[config.mk]
export PLATFORM = sky130hd
export DESIGN_NAME = multi_cycle_processor
export DESIGN_NICKNAME = d
export VERILOG_FILES = /design/src/rtl/multi_cycle_pkg.sv /design/src/rtl/multi_cycle_alu.sv /design/src/rtl/multi_cycle_processor.sv
export SDC_FILE = /design/constraint.sdc
export NUM_CORES = 1
export LEC_CHECK = 0
export CAP_MARGIN = 10
export CORE_MARGIN = 8
export CORE_UTILIZATION = 59
export DETAILED_ROUTE_END_ITERATION = 6
export PLACE_DENSITY = 0.76
export SYNTH_ARGS = -nofsm -noshare
export SYNTH_HDL_FRONTEND = slang
export SYNTH_SLANG_ARGS = --single-unit
export TNS_END_PERCENT = 5
[constraint.sdc]
create_clock -name clk -period 7.3 [get_ports clk]
set_clock_uncertainty 0.1 [all_clocks]
set_input_delay 0.73 -clock clk [delete_from_list [all_inputs] [get_ports clk]]
set_output_delay 0.73 -clock clk [all_outputs]
set_load 0.02 [all_outputs]
[src/rtl/multi_cycle_pkg.sv]
// Shared opcodes, FSM states and ALU operations for the multi-cycle core.
// MULTI_CYCLE_HALT_EN adds the S_HALT state.
package multi_cycle_pkg;

    localparam logic [3:0] OP_ADD  = 4'b0000;
    localparam logic [3:0] OP_NDU  = 4'b0010;
    localparam logic [3:0] OP_LW   = 4'b0100;
    localparam logic [3:0] OP_SW   = 4'b0101;
    localparam logic [3:0] OP_BEQ  = 4'b1100;
    localparam logic [3:0] OP_JAL  = 4'b1000;
    localparam logic [3:0] OP_HALT = 4'b1111;

    typedef enum logic [2:0] {
        S_FETCH  = 3'd0,
        S_DECODE = 3'd1,
        S_EXEC   = 3'd2,
        S_MEM    = 3'd3,
`ifdef MULTI_CYCLE_HALT_EN
        S_WB     = 3'd4,
        S_HALT   = 3'd5
`else
        S_WB     = 3'd4
`endif
    } state_t;

    typedef enum logic [1:0] {
        ALU_ADD  = 2'd0,
        ALU_SUB  = 2'd1,
        ALU_NAND = 2'd2
    } alu_op_t;

endpackage

[src/rtl/multi_cycle_alu.sv]
// Combinational add/sub/nand datapath ALU with a zero flag.
module multi_cycle_alu
    import multi_cycle_pkg::*;
#(
    parameter int unsigned DATA_W = 16
) (
    input  alu_op_t           op,
    input  logic [DATA_W-1:0] a,
    input  logic [DATA_W-1:0] b,
    output logic [DATA_W-1:0] y,
    output logic              zero
);

    always_comb begin
        case (op)
            ALU_SUB:  y = a - b;
            ALU_NAND: y = ~(a & b);
            default:  y = a + b;
        endcase
    end

    assign zero = (y == '0);

endmodule

[src/rtl/multi_cycle_processor.sv]
// Multi-cycle 16-bit-ISA CPU: FETCH/DECODE/EXEC/MEM/WB over one shared ALU.
// Define MULTI_CYCLE_HALT_EN to make opcode 1111 a sticky HALT with a `halted` output.
module multi_cycle_processor
    import multi_cycle_pkg::*;
#(
    parameter int unsigned DATA_W     = 16,
    parameter int unsigned IMEM_DEPTH = 16,
    parameter int unsigned DMEM_DEPTH = 16
) (
    input  logic                          clk,
    input  logic                          rst,
    input  logic                          run,
    input  logic                          prog_we,
    input  logic [$clog2(IMEM_DEPTH)-1:0] prog_addr,
    input  logic [15:0]                   prog_data,
    input  logic [$clog2(DMEM_DEPTH)-1:0] dbg_addr,
    output logic [DATA_W-1:0]             dbg_data,
    output logic [15:0]                   pc,
    output logic [15:0]                   instr,
    output logic                          retire,
`ifdef MULTI_CYCLE_HALT_EN
    output logic                          halted,
`endif
    output logic [2:0]                    state
);

    localparam int unsigned IA = $clog2(IMEM_DEPTH);
    localparam int unsigned DA = $clog2(DMEM_DEPTH);

    state_t            state_q, state_d;
    logic [IA-1:0]     pc_q, pc_d;   // word index; byte pc is {pc_q, 1'b0}
    logic [15:0]       instr_q;
    logic [DATA_W-1:0] a_q, b_q, alu_out_q, mdr_q;

    logic [DATA_W-1:0] regs [8];
    logic [15:0]       imem [IMEM_DEPTH];
    logic [DATA_W-1:0] dmem [DMEM_DEPTH];

    logic [3:0] op;
    logic [2:0] ra, rb, rc;
    assign op = instr_q[15:12];
    assign ra = instr_q[11:9];
    assign rb = instr_q[8:6];
    assign rc = instr_q[5:3];

    logic [DATA_W-1:0] imm6_ext;
    assign imm6_ext = {{(DATA_W-6){instr_q[5]}}, instr_q[5:0]};

    // Byte offsets folded to word offsets: drop bit 0, sign-extend/truncate to IA bits.
    logic [IA-1:0] off6, off9;
    for (genvar g = 0; g < IA; g++) begin : g_off
        localparam int unsigned S6 = (g < 5) ? g + 1 : 5;
        localparam int unsigned S9 = (g < 8) ? g + 1 : 8;
        assign off6[g] = instr_q[S6];
        assign off9[g] = instr_q[S9];
    end

    logic [IA-1:0] pc_inc, pc_br, pc_jal;
    assign pc_inc = pc_q + IA'(1);
    assign pc_br  = pc_q + off6;
    assign pc_jal = pc_q + off9;

    logic [DATA_W-1:0] link;
    always_comb begin
        link         = '0;
        link[IA:0]   = {pc_inc, 1'b0};
    end

    alu_op_t           alu_op;
    logic [DATA_W-1:0] alu_b, alu_y;
    logic              alu_zero;

    always_comb begin
        alu_op = ALU_ADD;
        alu_b  = b_q;
        case (op)
            OP_NDU:       alu_op = ALU_NAND;
            OP_BEQ:       alu_op = ALU_SUB;
            OP_LW, OP_SW: alu_b  = imm6_ext;
            default:      ;
        endcase
    end

    multi_cycle_alu #(
        .DATA_W (DATA_W)
    ) u_alu (
        .op   (alu_op),
        .a    (a_q),
        .b    (alu_b),
        .y    (alu_y),
        .zero (alu_zero)
    );

    logic              instr_we, reg_we, dmem_we, retire_raw;
    logic [2:0]        reg_waddr;
    logic [DATA_W-1:0] reg_wdata;

    always_comb begin
        state_d    = state_q;
        pc_d       = pc_q;
        instr_we   = 1'b0;
        reg_we     = 1'b0;
        reg_waddr  = rc;
        reg_wdata  = alu_out_q;
        dmem_we    = 1'b0;
        retire_raw = 1'b0;
        case (state_q)
            S_FETCH: begin
                if (run) begin
                    instr_we = 1'b1;
                    state_d  = S_DECODE;
                end
            end
            S_DECODE: state_d = S_EXEC;
            S_EXEC: begin
                case (op)
                    OP_ADD, OP_NDU: state_d = S_WB;
                    OP_LW, OP_SW:   state_d = S_MEM;
                    OP_BEQ: begin
                        pc_d       = alu_zero ? pc_br : pc_inc;
                        retire_raw = 1'b1;
                        state_d    = S_FETCH;
                    end
                    OP_JAL: begin
                        reg_we     = 1'b1;
                        reg_waddr  = ra;
                        reg_wdata  = link;
                        pc_d       = pc_jal;
                        retire_raw = 1'b1;
                        state_d    = S_FETCH;
                    end
`ifdef MULTI_CYCLE_HALT_EN
                    OP_HALT: begin
                        retire_raw = 1'b1;
                        state_d    = S_HALT;
                    end
`endif
                    default: begin
                        pc_d       = pc_inc;
                        retire_raw = 1'b1;
                        state_d    = S_FETCH;
                    end
                endcase
            end
            S_MEM: begin
                if (op == OP_SW) begin
                    dmem_we    = 1'b1;
                    pc_d       = pc_inc;
                    retire_raw = 1'b1;
                    state_d    = S_FETCH;
                end else begin
                    state_d = S_WB;
                end
            end
            S_WB: begin
                reg_we     = 1'b1;
                reg_waddr  = (op == OP_LW) ? rb : rc;
                reg_wdata  = (op == OP_LW) ? mdr_q : alu_out_q;
                pc_d       = pc_inc;
                retire_raw = 1'b1;
                state_d    = S_FETCH;
            end
`ifdef MULTI_CYCLE_HALT_EN
            S_HALT: state_d = S_HALT;
`endif
            default: state_d = S_FETCH;
        endcase
    end

    always_ff @(posedge clk) begin
        if (rst) begin
            state_q   <= S_FETCH;
            pc_q      <= '0;
            instr_q   <= '0;
            a_q       <= '0;
            b_q       <= '0;
            alu_out_q <= '0;
            mdr_q     <= '0;
            for (int i = 0; i < 8; i++) begin
                regs[i] <= '0;
            end
        end else begin
            state_q <= state_d;
            pc_q    <= pc_d;
            if (instr_we) begin
                instr_q <= imem[pc_q];
            end
            if (state_q == S_DECODE) begin
                a_q <= regs[ra];
                b_q <= regs[rb];
            end
            if (state_q == S_EXEC) begin
                alu_out_q <= alu_y;
            end
            if (state_q == S_MEM) begin
                mdr_q <= dmem[alu_out_q[DA-1:0]];
            end
            if (reg_we) begin
                regs[reg_waddr] <= reg_wdata;
            end
        end
    end

    // Memories are never cleared; a store in the reset cycle is dropped.
    always_ff @(posedge clk) begin
        if (prog_we && !run) begin
            imem[prog_addr] <= prog_data;
        end
        if (dmem_we && !rst) begin
            dmem[alu_out_q[DA-1:0]] <= b_q;
        end
    end

    always_comb begin
        pc         = '0;
        pc[IA:0]   = {pc_q, 1'b0};
    end

    assign dbg_data = dmem[dbg_addr];
    assign instr    = instr_q;
    assign retire   = retire_raw & ~rst;
    assign state    = state_q;
`ifdef MULTI_CYCLE_HALT_EN
    assign halted   = (state_q == S_HALT);
`endif

endmodule

==> results.md <==
* WP buf/inv at 1
* Post-synth EDFFs at 640
* Crit end category: flop
* Total negative slack at 0 ns
* Reg power frac at between 50% and 60%
* Max stage delay on crit path at roughly 0.50 ns
* WHS at between 0.2 and 0.25 ns
* Most common cell after layout, fill and taps aside: edfxtp_1
* F_max at approximately 180 MHz
* DR iter-0 viols at about 2300
* Crit path cell chain: nor3b_2 -> buf_4 -> and3_1 -> nor2_1 -> nand2_1 -> o21ai_0 -> o21ai_0 -> ha_1 -> a21oi_1 -> o21ai_0 -> o21bai_1 -> or3_1 -> a31oi_1 -> or3b_1 -> o31ai_1 -> nand3_1 -> and4b_1 -> a311o_1
* Setup Fix Bufs, Post-CTS at 0
* CTS root buffer: clkbuf_16
* Total GRT Usage at 26.7%
* Share of cells above drive strength 1 at between 20 and 30%
* Drt total wl at around 85000 µm
* WP depth at 18
* Clk slew on worst S/H paths at 0.06 ns
* Final worst path period need at ~5.6 ns
* Worst Tran Pin Value at 1.31 ns
* Pwr/cell area at around 250 nW/µm²
* Layout area overhead at 11.6%
* First-pass GRT wire length at between 100000 and 150000 µm
* DP HPWL at 51000 µm
* Mean Syn Cell Area at roughly 17 µm²
* Placeable Area at 55200 µm²
* Nets@finish at 2084
* Synth Instances at just under 2000
* Vias in the first global route at 19500
* Sw Ratio at around a quarter
* Post-CTS sizing at 0
* IO Pins at 80
* Clock power frac at between 30% and 40%
* Netlist cell types at 80
* Die Width at 252 µm
* Nature of the critical path startpoint: flop
* Avg WL per Cell at between 20 and 30 µm
* Number of CTS-inserted buffers at 74
* Die footprint at between 60000 and 70000 µm²
* CTS tree: yes
* Core Util, Final at about two thirds
* Remaining Overflow, GRT at 0
* Worst endpoint required time at ~7.7 ns
* Max Cap Viol at 0
* Worst Hold Class: primary input to flop
* Critical path class: flop to flop
* Max Slew Vio Count at 0
* CP top delay family: simple AND/OR/NAND/NOR gates
* Post-synthesis sequential area ratio at 63.5%
* Post-Syn Area at ~33000 µm²
* Net load switching power at about 0.0023 W
* Antenna violations before repair at 0
* Crit path DAT at between 6 and 7 ns
* Via density per instance at a little under 7
* Most used cell, CP: o21ai_0
* Slew margin rel. at about 13%
* P_leak at 11.4 nW
* Antenna Cells at 0
* Clock latency at the later pin of the worst-skew pair at ~0.62 ns
* Worst Path Max Fanout at 22
* Min-delay src: rst
* Worst r2r src: instr[14]
* Die H at between 200 and 300 µm
* Clk sinks at just over 700
* Num rows at 86
* CTS Buffer Depth at 3
* Routed vias at between 15000 and 20000
* Cts hold-fix bufs at 0
* Final ANT Viol Nets at 0
* Worst hold stages at 2
* Final setup vio count at 0
* Largest net degree at the start of global routing at between 80 and 90
* Post-route DRC at 0
* Peak supply drop at roughly 0.00017 V
* Pint at between 0.007 and 0.008 W
* IO buf count at 67
* Synth warnings at 0
* H-tree depth at 3
* #FFs+latches synth at 727
* Most frequent cells in the layout: 640 x edfxtp_1, 304 x mux4_2, 203 x nor2_1, 134 x nand2_1, 81 x dfxtp_1
* RePlAce Congestion at around 0.90
* Final period utilization at 77.0%
* Fin. Hold Viols at 0
* RSZ-0062 raised after global routing: false
* Main synth FF type: edfxtp_1
* Status: finished clean
* # fillers at ~3600
* Post-synth ARST share at 0%
* Comb pwr share at 10.7%
* Slowest CP cell: dfxtp_1
* R2r worst-path depth at 18
* Initial Utilization at around 60%
* Pre-Repair DR Iteration Count at 5
* Worst setup path startpoint: instr[14]
power by group through the flow:
stage	clock (W)	combinational, W	sequential [W]
3_5_place_dp	0	0.000984	0.00479
3_3_place_gp	0	0.000977	0.00478
4_1_cts	0.00369	0.000992	0.00470
5_1_grt	0.00383	0.00107	0.00472
6_report	0.00365	0.000999	0.00471
2_1_floorplan	0	0.000720	0.00475
synthesized netlist by cell type, types with 3 or more instances:
library cell / number / area [µm²]
buf_4: 13 / 97.6
nand4_1: 6 / 37.5
clkbuf_1: 88 / 330
mux2i_1: 38 / 380
nand4b_1: 3 / 26.3
mux4_2: 304 / 6850
o211ai_1: 7 / 52.6
a211oi_1: 41 / 308
buf_1: 34 / 128
nor3_1: 28 / 140
nand3b_1: 4 / 30.0
a21oi_1: 73 / 365
xnor2_1: 14 / 123
ha_1: 20 / 250
nor2_1: 229 / 860
edfxtp_1: 640 / 19200
dfxtp_1: 87 / 1740
nor3b_1: 3 / 22.5
nor4b_1: 3 / 26.3
nand2_1: 134 / 503
inv_1: 13 / 48.8
nand3_1: 14 / 70.1
o21ai_0: 24 / 120
o21a_1: 3 / 22.5
nand2b_1: 9 / 56.3
xor2_1: 13 / 114
buf_6: 3 / 33.8
or4_1: 3 / 22.5
o21bai_1: 3 / 22.5
a22oi_1: 17 / 128
o31ai_1: 3 / 22.5
a21o_1: 3 / 22.5
or3_1: 10 / 62.6
or2_2: 4 / 25.0
a21o_2: 3 / 26.3
nor4_1: 5 / 31.3
clkbuf_8: 5 / 68.8
and3_1: 4 / 25.0
a31oi_1: 5 / 31.3
and2_1: 4 / 25.0
final cells by class:
| type | count | area, µm² | share of cell area, % |
|---|---|---|---|
| Multi-Input combinational cell | 1094 | 11500 | 31.1 |
| Inverter | 13 | 48.8 | 0.132 |
| Clock buffer | 102 | 2060 | 5.59 |
| Sequential cell | 727 | 21000 | 56.9 |
| Timing Repair Buffer | 124 | 1090 | 2.95 |
| Tap cell | 748 | 936 | 2.54 |
| Clock inverter | 34 | 260 | 0.706 |
layer usage:
layer  part of all wire (%)  up-vias  global-route usage [%]
li1                       -     8056                       -
met1                     38     9966                    37.1
met3                     11      169                    5.49
met2                     48     1173                    42.8
met4                    2.7        0                    8.37
met5                      0        -                       0
kinds of logic after synthesis:
group	synth area share, %
buffers and inverters	2.21
other	0.0114
adders and majority gates	0.880
DFF	63.5
xor gates and xnor gates	0.717
and+or+nand+nor	6.49
muxes	21.9
AOI/OAI and AO/OA	4.27
stage by stage:
step / std cells / setup WS (ns) / total power, W / cell area, µm²
after detailed placement: 2706 / 1.77 / 0.00577 / 34500
final: 2842 / 1.68 / 0.00935 / 36800
after global routing: 2842 / 1.26 / 0.00962 / 36800
after CTS: 2842 / 1.73 / 0.00938 / 36800
after floorplan: 1980 / 2.47 / 0.00547 / 33000
after global placement: 2706 / 1.82 / 0.00576 / 34500
worst paths after layout:
path | endpoint | slack (ns)
max | pc_q[1] | 1.68
min reg2reg | alu_out_q[12] | 0.36
min | instr[6] | 0.23
max reg2reg | pc_q[1] | 1.68
state kept, by name (all words and copies together), names as in the netlist:
register	count
pc_q	4
regs	128
instr	16
mdr_q	16
b_q	16
a_q	16
alu_out_q	16
state	3
dmem	256
imem	256
No activity file was read; power rests on OpenSTA's default activity.
